## src/rtl/uart_cmd_pkg.sv

```systemverilog
// uart_cmd_pkg
// Shared definitions for the UART command-frame controller:
//   - frame FSM state encoding (2 bits)
//   - default frame header byte and inter-byte timeout
//   - configuration register addresses
//   - checksum helper used to validate a frame
package uart_cmd_pkg;

  typedef enum logic [1:0] {
    ST_IDLE = 2'd0,
    ST_CMD  = 2'd1,
    ST_VAL  = 2'd2,
    ST_CHK  = 2'd3
  } state_t;

  localparam logic [7:0] HEADER_DEF  = 8'hAA;
  localparam int         TIMEOUT_DEF = 100;

  // Configuration register addresses (pump, humidity threshold, period, mode)
  localparam logic [1:0] CFG_RIEGO   = 2'd0;
  localparam logic [1:0] CFG_UMBRAL  = 2'd1;
  localparam logic [1:0] CFG_PERIODO = 2'd2;
  localparam logic [1:0] CFG_MODO    = 2'd3;

  // Frame checksum: XOR of the command and value bytes
  function automatic logic [7:0] frame_chk(input logic [7:0] cmd, input logic [7:0] val);
    return cmd ^ val;
  endfunction

endpackage

```

## src/rtl/uart_byte_strobe.sv

```systemverilog
// uart_byte_strobe
// Turns the UART receiver's "done" level into a one-cycle byte strobe and
// tracks the gap between bytes of a frame.
// Ports:
//   clk    in   system clock (same as receiver clkBaud)
//   rst    in   synchronous active-high reset
//   hecho  in   receiver done level; a 0->1 transition is one new byte
//   active in   frame in progress (FSM not idle); counter runs only then
//   stb    out  combinational byte strobe (hecho & ~hecho_q)
//   tmo    out  combinational timeout: counter at TIMEOUT-1 with no strobe
module uart_byte_strobe #(
  parameter int TIMEOUT = 100
) (
  input  logic clk,
  input  logic rst,
  input  logic hecho,
  input  logic active,
  output logic stb,
  output logic tmo
);

  localparam logic [15:0] TMO_LAST = 16'(TIMEOUT - 1);

  logic        r_hecho_q;
  logic [15:0] r_cnt;
  logic        w_stb;

  // hecho_q resets high so a level already high at reset release is not a byte
  always_ff @(posedge clk) begin
    if (rst) r_hecho_q <= 1'b1;
    else     r_hecho_q <= hecho;
  end

  assign w_stb = hecho & ~r_hecho_q;

  always_ff @(posedge clk) begin
    if (rst)                   r_cnt <= '0;
    else if (w_stb || !active) r_cnt <= '0;
    else                       r_cnt <= r_cnt + 16'd1;
  end

  assign stb = w_stb;
  // A byte arriving in the timeout cycle takes precedence
  assign tmo = active & ~w_stb & (r_cnt == TMO_LAST);

endmodule

```

## src/rtl/uart_cmd_ctrl.sv

```systemverilog
// uart_cmd_ctrl
// Sequences the UART receiver byte stream into configuration writes.
// Frame: HEADER, cmd, val, chk where chk = cmd ^ val and cmd[7:2] == 0.
// A valid frame writes cfg[cmd[1:0]] = val and pulses ok; a bad checksum,
// bad command or inter-byte timeout pulses err and bumps err_cnt.
// Ports:
//   clk, rst        clock and synchronous active-high reset
//   dato[7:0]       received byte, valid while hecho is high
//   hecho           receiver done level (rising edge = new byte)
//   cfg0..cfg3      configuration registers (pump, threshold, period, mode)
//   ok / err        one-cycle accept / reject pulses
//   err_cnt[7:0]    saturating rejected-frame count
//   busy            frame in progress
module uart_cmd_ctrl
  import uart_cmd_pkg::*;
#(
  parameter logic [7:0] HEADER  = HEADER_DEF,
  parameter int         TIMEOUT = TIMEOUT_DEF
) (
  input  logic       clk,
  input  logic       rst,
  input  logic [7:0] dato,
  input  logic       hecho,
  output logic [7:0] cfg0,
  output logic [7:0] cfg1,
  output logic [7:0] cfg2,
  output logic [7:0] cfg3,
  output logic       ok,
  output logic       err,
  output logic [7:0] err_cnt,
  output logic       busy
);

  function automatic logic [7:0] sat_inc(input logic [7:0] v);
    return (v == 8'hFF) ? v : v + 8'd1;
  endfunction

  state_t     r_state;
  logic [7:0] r_cmd;
  logic [7:0] r_val;
  logic [7:0] r_cfg [4];
  logic       r_ok;
  logic       r_err;
  logic [7:0] r_err_cnt;
  logic       r_busy;

  logic       w_stb;
  logic       w_tmo;
  logic       w_active;

  assign w_active = (r_state != ST_IDLE);

  uart_byte_strobe #(
    .TIMEOUT (TIMEOUT)
  ) u_strobe (
    .clk    (clk),
    .rst    (rst),
    .hecho  (hecho),
    .active (w_active),
    .stb    (w_stb),
    .tmo    (w_tmo)
  );

  // Command and value latches carry data only; no reset needed
  always_ff @(posedge clk) begin
    if (w_stb && r_state == ST_CMD) r_cmd <= dato;
    if (w_stb && r_state == ST_VAL) r_val <= dato;
  end

  always_ff @(posedge clk) begin
    if (rst) begin
      r_state          <= ST_IDLE;
      r_cfg[CFG_RIEGO]   <= '0;
      r_cfg[CFG_UMBRAL]  <= '0;
      r_cfg[CFG_PERIODO] <= '0;
      r_cfg[CFG_MODO]    <= '0;
      r_ok             <= 1'b0;
      r_err            <= 1'b0;
      r_err_cnt        <= '0;
      r_busy           <= 1'b0;
    end else begin
      r_ok  <= 1'b0;
      r_err <= 1'b0;
      case (r_state)
        ST_IDLE: begin
          // Non-header bytes between frames are silently dropped
          if (w_stb && dato == HEADER) begin
            r_state <= ST_CMD;
            r_busy  <= 1'b1;
          end
        end
        ST_CMD: if (w_stb) r_state <= ST_VAL;
        ST_VAL: if (w_stb) r_state <= ST_CHK;
        ST_CHK: begin
          if (w_stb) begin
            r_state <= ST_IDLE;
            r_busy  <= 1'b0;
            if (dato == frame_chk(r_cmd, r_val) && r_cmd[7:2] == 6'd0) begin
              r_cfg[r_cmd[1:0]] <= r_val;
              r_ok              <= 1'b1;
            end else begin
              r_err     <= 1'b1;
              r_err_cnt <= sat_inc(r_err_cnt);
            end
          end
        end
        default: r_state <= ST_IDLE;
      endcase
      // tmo is never asserted together with stb, so it cannot collide with
      // the checksum decision above
      if (w_tmo) begin
        r_state   <= ST_IDLE;
        r_busy    <= 1'b0;
        r_err     <= 1'b1;
        r_err_cnt <= sat_inc(r_err_cnt);
      end
    end
  end

  assign cfg0    = r_cfg[CFG_RIEGO];
  assign cfg1    = r_cfg[CFG_UMBRAL];
  assign cfg2    = r_cfg[CFG_PERIODO];
  assign cfg3    = r_cfg[CFG_MODO];
  assign ok      = r_ok;
  assign err     = r_err;
  assign err_cnt = r_err_cnt;
  assign busy    = r_busy;

endmodule

```

## config.mk

```make
export PLATFORM = sky130hd
export DESIGN_NAME = uart_cmd_ctrl
export DESIGN_NICKNAME = d
export VERILOG_FILES = /design/src/rtl/uart_cmd_pkg.sv /design/src/rtl/uart_byte_strobe.sv /design/src/rtl/uart_cmd_ctrl.sv
export SDC_FILE = /design/constraint.sdc
export NUM_CORES = 1
export LEC_CHECK = 0
export CAP_MARGIN = 25
export CORE_MARGIN = 8
export CORE_UTILIZATION = 48
export DETAILED_ROUTE_END_ITERATION = 6
export PLACE_DENSITY = 0.75
export REMOVE_ABC_BUFFERS = 1
export SYNTH_ARGS = -nofsm -noshare
export SYNTH_HDL_FRONTEND = slang
export SYNTH_HIERARCHICAL = 1
export SYNTH_SLANG_ARGS = --single-unit
```

## constraint.sdc

```tcl
create_clock -name clk -period 3.4 [get_ports clk]
set_clock_uncertainty 0.15 [all_clocks]
set_input_delay 0.68 -clock clk [delete_from_list [all_inputs] [get_ports clk]]
set_output_delay 0.68 -clock clk [all_outputs]
set_load 0.02 [all_outputs]
```

==> results of run 1 <==
-- layout by cell type, fill, tap and decap left out, types with 11 or more instances in the layout --
| cell | n |
|---|---|
| sky130_fd_sc_hd__clkdlybuf4s50_1 | 53 |
| sky130_fd_sc_hd__edfxtp_1 | 48 |
| sky130_fd_sc_hd__dfxtp_1 | 30 |
| sky130_fd_sc_hd__and2_1 | 23 |
| sky130_fd_sc_hd__nor2_1 | 18 |
| sky130_fd_sc_hd__nand2_1 | 14 |
| sky130_fd_sc_hd__a21oi_1 | 14 |
| sky130_fd_sc_hd__inv_1 | 13 |
| sky130_fd_sc_hd__and3_1 | 11 |
| sky130_fd_sc_hd__nand3_1 | 11 |
-- worst reg2reg max path, stage by stage, from the launching register on --
cell and delay [ns]:
sky130_fd_sc_hd__edfxtp_1 0.50, sky130_fd_sc_hd__xor2_1 0.21, sky130_fd_sc_hd__or4_1 0.50, sky130_fd_sc_hd__or3_1 0.37
sky130_fd_sc_hd__nor4_4 0.29, sky130_fd_sc_hd__buf_4 0.22, sky130_fd_sc_hd__nand2_1 0.06, sky130_fd_sc_hd__nand2_1 0.25
-- registers in the layout, indices dropped and copies added (netlist names) --
register and flops:
err_cnt 8, ok 1, err 1, r_state 2
u_strobe/r_cnt 16, u_strobe/r_hecho_q 1, r_cfg 32, busy 1
r_val 8, r_cmd 8
-- power by group --
group	internal, mW	switching, mW	leakage (nW)	total (mW)
combinational	0.0748	0.106	0.781	0.181
clock	0.267	0.340	0.0898	0.607
sequential	1.03	0.0144	0.716	1.04
total	1.37	0.460	1.59	1.83
-- cell type report --
class / count / area (um^2) / area share (%)
flip-flops and latches: 78 / 2040 / 47.6
clock inverters: 7 / 48.8 / 1.14
clock buffers: 9 / 124 / 2.89
inverters: 13 / 48.8 / 1.14
multi-input cells: 189 / 1300 / 30.4
repair buffers: 62 / 598 / 13.9
well taps: 99 / 124 / 2.89
-- path summary, 6_finish.rpt --
kind	slack, ns	endpoint	depth (start not counted)	startpoint
hold / removal	0.34	u_strobe/r_cnt[0]$_SDFF_PP0_	1	u_strobe/r_cnt[0]$_SDFF_PP0_
setup / recovery	0.23	r_cfg[0][3]$_SDFFCE_PN0P_	8	dato[7]
hold reg to reg	0.34	u_strobe/r_cnt[0]$_SDFF_PP0_	1	u_strobe/r_cnt[0]$_SDFF_PP0_
setup reg to reg	0.51	r_cfg[0][3]$_SDFFCE_PN0P_	7	r_val[7]$_DFFE_PP_
-- per-stage QoR --
step                area [um^2]  util, %  std cells
floorplan                  3390        -        280
finish                     4290     60.4        457
global placement           4120     58.0        441
global route               4290     60.4        457
CTS                        4290     60.4        457
detailed placement         4120     58.0        441
-- cells by family after synthesis --
logic type	Yosys count
fa+ha+maj	7
mux	5
compound gates	34
xor+xnor	13
buf+inv	22
flops	78
simple gates	130
-- per-layer routing --
layer	vias up	wire (um)
li1	1190	-
met1	1107	2890
met2	72	3320
met3	8	537
met4	0	93
met5	-	0
==> metrics.txt, run 1 <==
Wirelength per Cell about 15 um; share of the synthesized area in the top cell type a little over two fifths; type of the most critical hold path flop to flop; commonest register cell after synthesis sky130_fd_sc_hd__edfxtp_1; total CTS buffers 9; master cell of the clock root buffer sky130_fd_sc_hd__clkbuf_8; Cell variety after synth 46; insertion delay to the later sink of the worst-skew pair between 0.3 and 0.4 ns; leading area contributor after synthesis sky130_fd_sc_hd__edfxtp_1; Total Power roughly 1.8 mW; leakage power figure 1.59 nW; critical path class input pin to flop; half-perimeter wire length after placement around 5 mm; count leader, synth sky130_fd_sc_hd__edfxtp_1; GRT Residual Overflow 0; clock tree from TritonCTS yes; mux contribution to synthesized area around 1.5%; Worst Setup Slack, final 0.234 ns; Die Y about 100 um; WL final 6.84 mm; worst-path cell chain clkdlybuf4s50_1 -> xor2_1 -> or4_1 -> or3_1 -> nor4_4 -> buf_4 -> nand2_1 -> nand2_1; deepest level of the CTS H-tree 3; RePlAce Congestion 0.823; placement-stage worst setup slack -0.140 ns; Layout fillers roughly 570; # port buffers 53; Crit path required time 3.28 ns; final setup violating endpoints 0; data arrival time of the critical path approximately 3 ns; # resized after CTS 0; cell family with the largest share of critical-path delay simple AND/OR/NAND/NOR gates; Max clock buf depth 2; nature of the critical path endpoint flop; GR Layer Usage met2 between 20% and 30%; DRC marker count from the first detailed-route iteration 87; number of remaining DRC errors 0; main combinational cell family by area after synthesis simple AND/OR/NAND/NOR gates; first-pass iteration count of the detailed router 4; pwr/cell area between 400 and 500 nW/um^2; Post-CTS Setup Bufs 0; number of enable flip-flop cells after synthesis 48; Hold Buf Count CTS 0; top post-synthesis cells by area sky130_fd_sc_hd__edfxtp_1 42%, sky130_fd_sc_hd__dfxtp_1 17%, sky130_fd_sc_hd__and2_1 4.2%; Overall Global Routing Usage about 14%; run status finished clean; die area between 10000 and 15000 um^2; slowest cell on the critical path sky130_fd_sc_hd__or4_1; mean cell area of the mapped netlist ~12 um^2; post-synthesis simple-gate area fraction 22.8%; Synth warnings 6; share of cells above drive strength 1 under 10%; vias in the first global route ~2300; Max IR drop VDD approximately 0.26 mV; via density per instance around 5.2; post-layout minimum cycle time ~3.2 ns; highest attainable clock frequency between 0.3 and 0.4 GHz; met1 usage 15.7%; Initial Util between 40% and 50%; Placement Rows 31; count of boundary I/O pins 54; post-synth design cell area 3440 um^2; Adder-Cell Fraction of Synth Area ~2.5%; number of antenna violations at the first check in global routing 0; most heavily used metal layer in global routing met2; pin count of the biggest net entering global routing 17; CP dominant cell by count sky130_fd_sc_hd__nand2_1; total vias in the final route roughly 2400; Tcrit/Tclk final slightly above 90%; max-cap check violation count 0; NumNets Final ~370; list of most frequent post-synthesis cells 48 x sky130_fd_sc_hd__edfxtp_1, 30 x sky130_fd_sc_hd__dfxtp_1, 23 x sky130_fd_sc_hd__and2_1; Crit path buffers/inverters 2; met3 Resource Use GR under 10%; Critical Path Max Stage Delay roughly 0.50 ns; synthesized-area fraction occupied by ao, oa, aoi and oai cells just over 6%; final-layout worst hold slack approximately 0.34 ns; area overhead of the layout relative to synthesis 24.8%; Slew HR between 60 and 70%; portion of the post-synthesis area used by sequential elements about 59%; Synth Area in XOR/XNOR between 4 and 5%; clock slew seen by the registers of the worst setup and hold paths 0.08 ns; RSZ-0062 raised after global routing no; TritonCTS sink count a little under 80; number of diodes 0; setup TNS 0 ns; largest fanout on the critical path 16; standard cell core area approximately 7100 um^2; Hold Fails Final Rpt 0; die width 101 um; global-route wire length before repair roughly 11 mm; Final Max Tran Viols 0; slew at the pin closest to its max-slew limit between 0.5 and 0.6 ns; count of nets left with antenna violations after detail routing 0; number of cells produced by synthesis roughly 290; crit start category input pin; flip-flop and latch count after synthesis 78; share of synthesized flip-flops with an asynchronous set or reset 0%
No activity file was read; power rests on OpenSTA's default activity.
==> run 2: changes to the inputs <==
- CORE_UTILIZATION: 48 -> 32
- GPL_ROUTABILITY_DRIVEN: not set -> 1
- PLACE_DENSITY: 0.75 -> not set
==> run 2 against run 1 <==
Against the previous run: combinational power up 4%; non-clock buffer count increased by 3; cell count grew 9.6%; cell area grew 2.7%; clock power rose by 16%; fmax decreased by 0.63%; die area grew 41%; critical path depth fell by 1.
==> metrics.txt, run 2 (synthesized netlist as in run 1, its figures left out) <==
Die Y roughly 120 um; global-route wire length before repair ~12 mm; Most flops, register r_cfg; Largest register FFs 32; Layout fillers 1045; total vias in the final route about 2400; Max clock buf depth 2; vias in the first global route between 2000 and 2500; reg-to-reg setup timing slack roughly 0.49 ns; via density per instance about 4.7; leakage power figure 1.62 nW; final setup violating endpoints 0; most common cell after layout, fill and taps aside sky130_fd_sc_hd__clkdlybuf4s50_1; # port buffers 53; Overall Global Routing Usage approximately a tenth; Crit path buffers/inverters 1; insertion delay to the later sink of the worst-skew pair around 0.35 ns; clock tree from TritonCTS yes; Final Max Tran Viols 0; capture instance of the worst register-to-register path r_cfg[1][0]$_SDFFCE_PN0P_; number of diodes 0; DRC marker count from the first detailed-route iteration 76; setup TNS 0 ns; post-layout minimum cycle time 3.19 ns; cell family with the largest share of critical-path delay simple AND/OR/NAND/NOR gates; NumNets Final roughly 370; startpoint of the lowest-slack hold path u_strobe/r_cnt[15]$_SDFF_PP0_; Placement Rows 38; number of antenna violations at the first check in global routing 0; nature of the critical path endpoint flop; Hold Buf Count CTS 0; die width 120 um; multi-input gate area in the final layout 1300 um^2; share of cells above drive strength 1 10.2%; hold path cells 2; half-perimeter wire length after placement 5.39 mm; die area around 14000 um^2; end-of-flow core utilization 41.3%; first-pass iteration count of the detailed router 4; worst-path cell chain clkdlybuf4s50_1 -> xor2_1 -> or4_1 -> or3_1 -> nor4_4 -> and3b_1 -> or2_1; max-cap check violation count 0; leading cell types in the layout, fill and taps excluded 53 x sky130_fd_sc_hd__clkdlybuf4s50_1, 48 x sky130_fd_sc_hd__edfxtp_1, 30 x sky130_fd_sc_hd__dfxtp_1; worst reg-to-reg path cell count 6; run status finished clean; slowest cell on the critical path sky130_fd_sc_hd__or4_1; crit start category input pin; Crit path required time about 3.3 ns; standard cell core area around 11000 um^2; pin count of the biggest net entering global routing 17; RSZ-0062 raised after global routing no; Hold Fails Final Rpt 0; Initial Util about 32%; deepest level of the CTS H-tree 3; Wirelength per Cell between 10 and 15 um; # resized after CTS 0; Tcrit/Tclk final 93.7%; number of remaining DRC errors 0; CP Depth 7; GRT Residual Overflow 0; clock slew seen by the registers of the worst setup and hold paths 0.07 ns; pwr/cell area 439 nW/um^2; WL final a little over 7 mm; slew at the pin closest to its max-slew limit between 0.5 and 0.6 ns; Max IR drop VDD 0.150 mV; largest fanout on the critical path 8; TritonCTS sink count 78; data arrival time of the critical path ~3.1 ns; beginning of the worst register-to-register path r_val[5]$_DFFE_PP_; Critical Path Max Stage Delay approximately 0.51 ns; sequential standard cell area roughly 2000 um^2; total CTS buffers 9; count of boundary I/O pins 54; registers with the most flip-flops r_cfg (32), u_strobe/r_cnt (16); Slew HR about 63%; worst hold path endpoint u_strobe/r_cnt[15]$_SDFF_PP0_; RePlAce Congestion ~0.75; highest attainable clock frequency about 0.31 GHz; critical path class input pin to flop; count of nets left with antenna violations after detail routing 0; area overhead of the layout relative to synthesis 28.1%; Post-CTS Setup Bufs 0; master cell of the clock root buffer sky130_fd_sc_hd__clkbuf_8; type of the most critical hold path flop to flop
-- run 2: changes by cell type in the layout (fill, tap and decap cells not counted), sizes merged --
cell,change
buf,+3
bufinv,+1
clkinv,-4
clkbuf,+4
inv,-1
-- run 2: how the worst max path moves through the flow --
stage	from	to
finish	dato[7]	r_cfg[1][0]$_SDFFCE_PN0P_
global route	dato[7]	r_cfg[1][1]$_SDFFCE_PN0P_
CTS	dato[7]	r_cfg[1][6]$_SDFFCE_PN0P_
detailed placement	dato[7]	r_cfg[1][6]$_SDFFCE_PN0P_
global placement	dato[7]	r_cfg[1][4]$_SDFFCE_PN0P_
floorplan	dato[7]	r_cfg[3][0]$_DFFE_PP_
-- run 2: layer usage --
| metal | GRT usage [%] | up-vias | routed length, um |
|---|---|---|---|
| li1 | - | 1193 | - |
| met1 | 11.7 | 1118 | 3170 |
| met2 | 16.9 | 47 | 3460 |
| met3 | 3.71 | 8 | 390 |
| met4 | 5.39 | 0 | 133 |
| met5 | 0 | - | 0 |
-- run 2: area by class of cell --
class | instances | area share, %
well taps | 140 | 3.98
flip-flops and latches | 78 | 46.4
clock inverters | 3 | 0.995
multi-input cells | 189 | 29.6
inverters | 13 | 1.11
clock buffers | 13 | 3.55
repair buffers | 65 | 14.4
-- run 2: report_power, final --
part | internal [mW] | switching, mW
Sequential | 1.03 | 0.0155
Clock | 0.377 | 0.325
Combinational | 0.0778 | 0.111
-- run 2: worst reg2reg max path, cell delays in order (launching register included) --
cell                       delay (ns)
sky130_fd_sc_hd__edfxtp_1        0.51
sky130_fd_sc_hd__xor2_1          0.22
sky130_fd_sc_hd__or4_1           0.49
sky130_fd_sc_hd__or3_1           0.39
sky130_fd_sc_hd__nor4_4          0.30
sky130_fd_sc_hd__and3b_1         0.21
sky130_fd_sc_hd__or2_1           0.31
-- run 2: through the flow --
step	instances	hold WS, ns	total power [mW]	setup slack, ns	area [um^2]
after global placement	485	0.318	1.25	-0.0896	4200
after detailed placement	485	0.325	1.25	-0.187	4200
after global routing	501	0.359	2.02	0.0489	4400
after floorplan	280	0.301	1.17	0.108	3390
final	501	0.341	1.93	0.214	4400
after CTS	501	0.349	1.96	0.205	4400
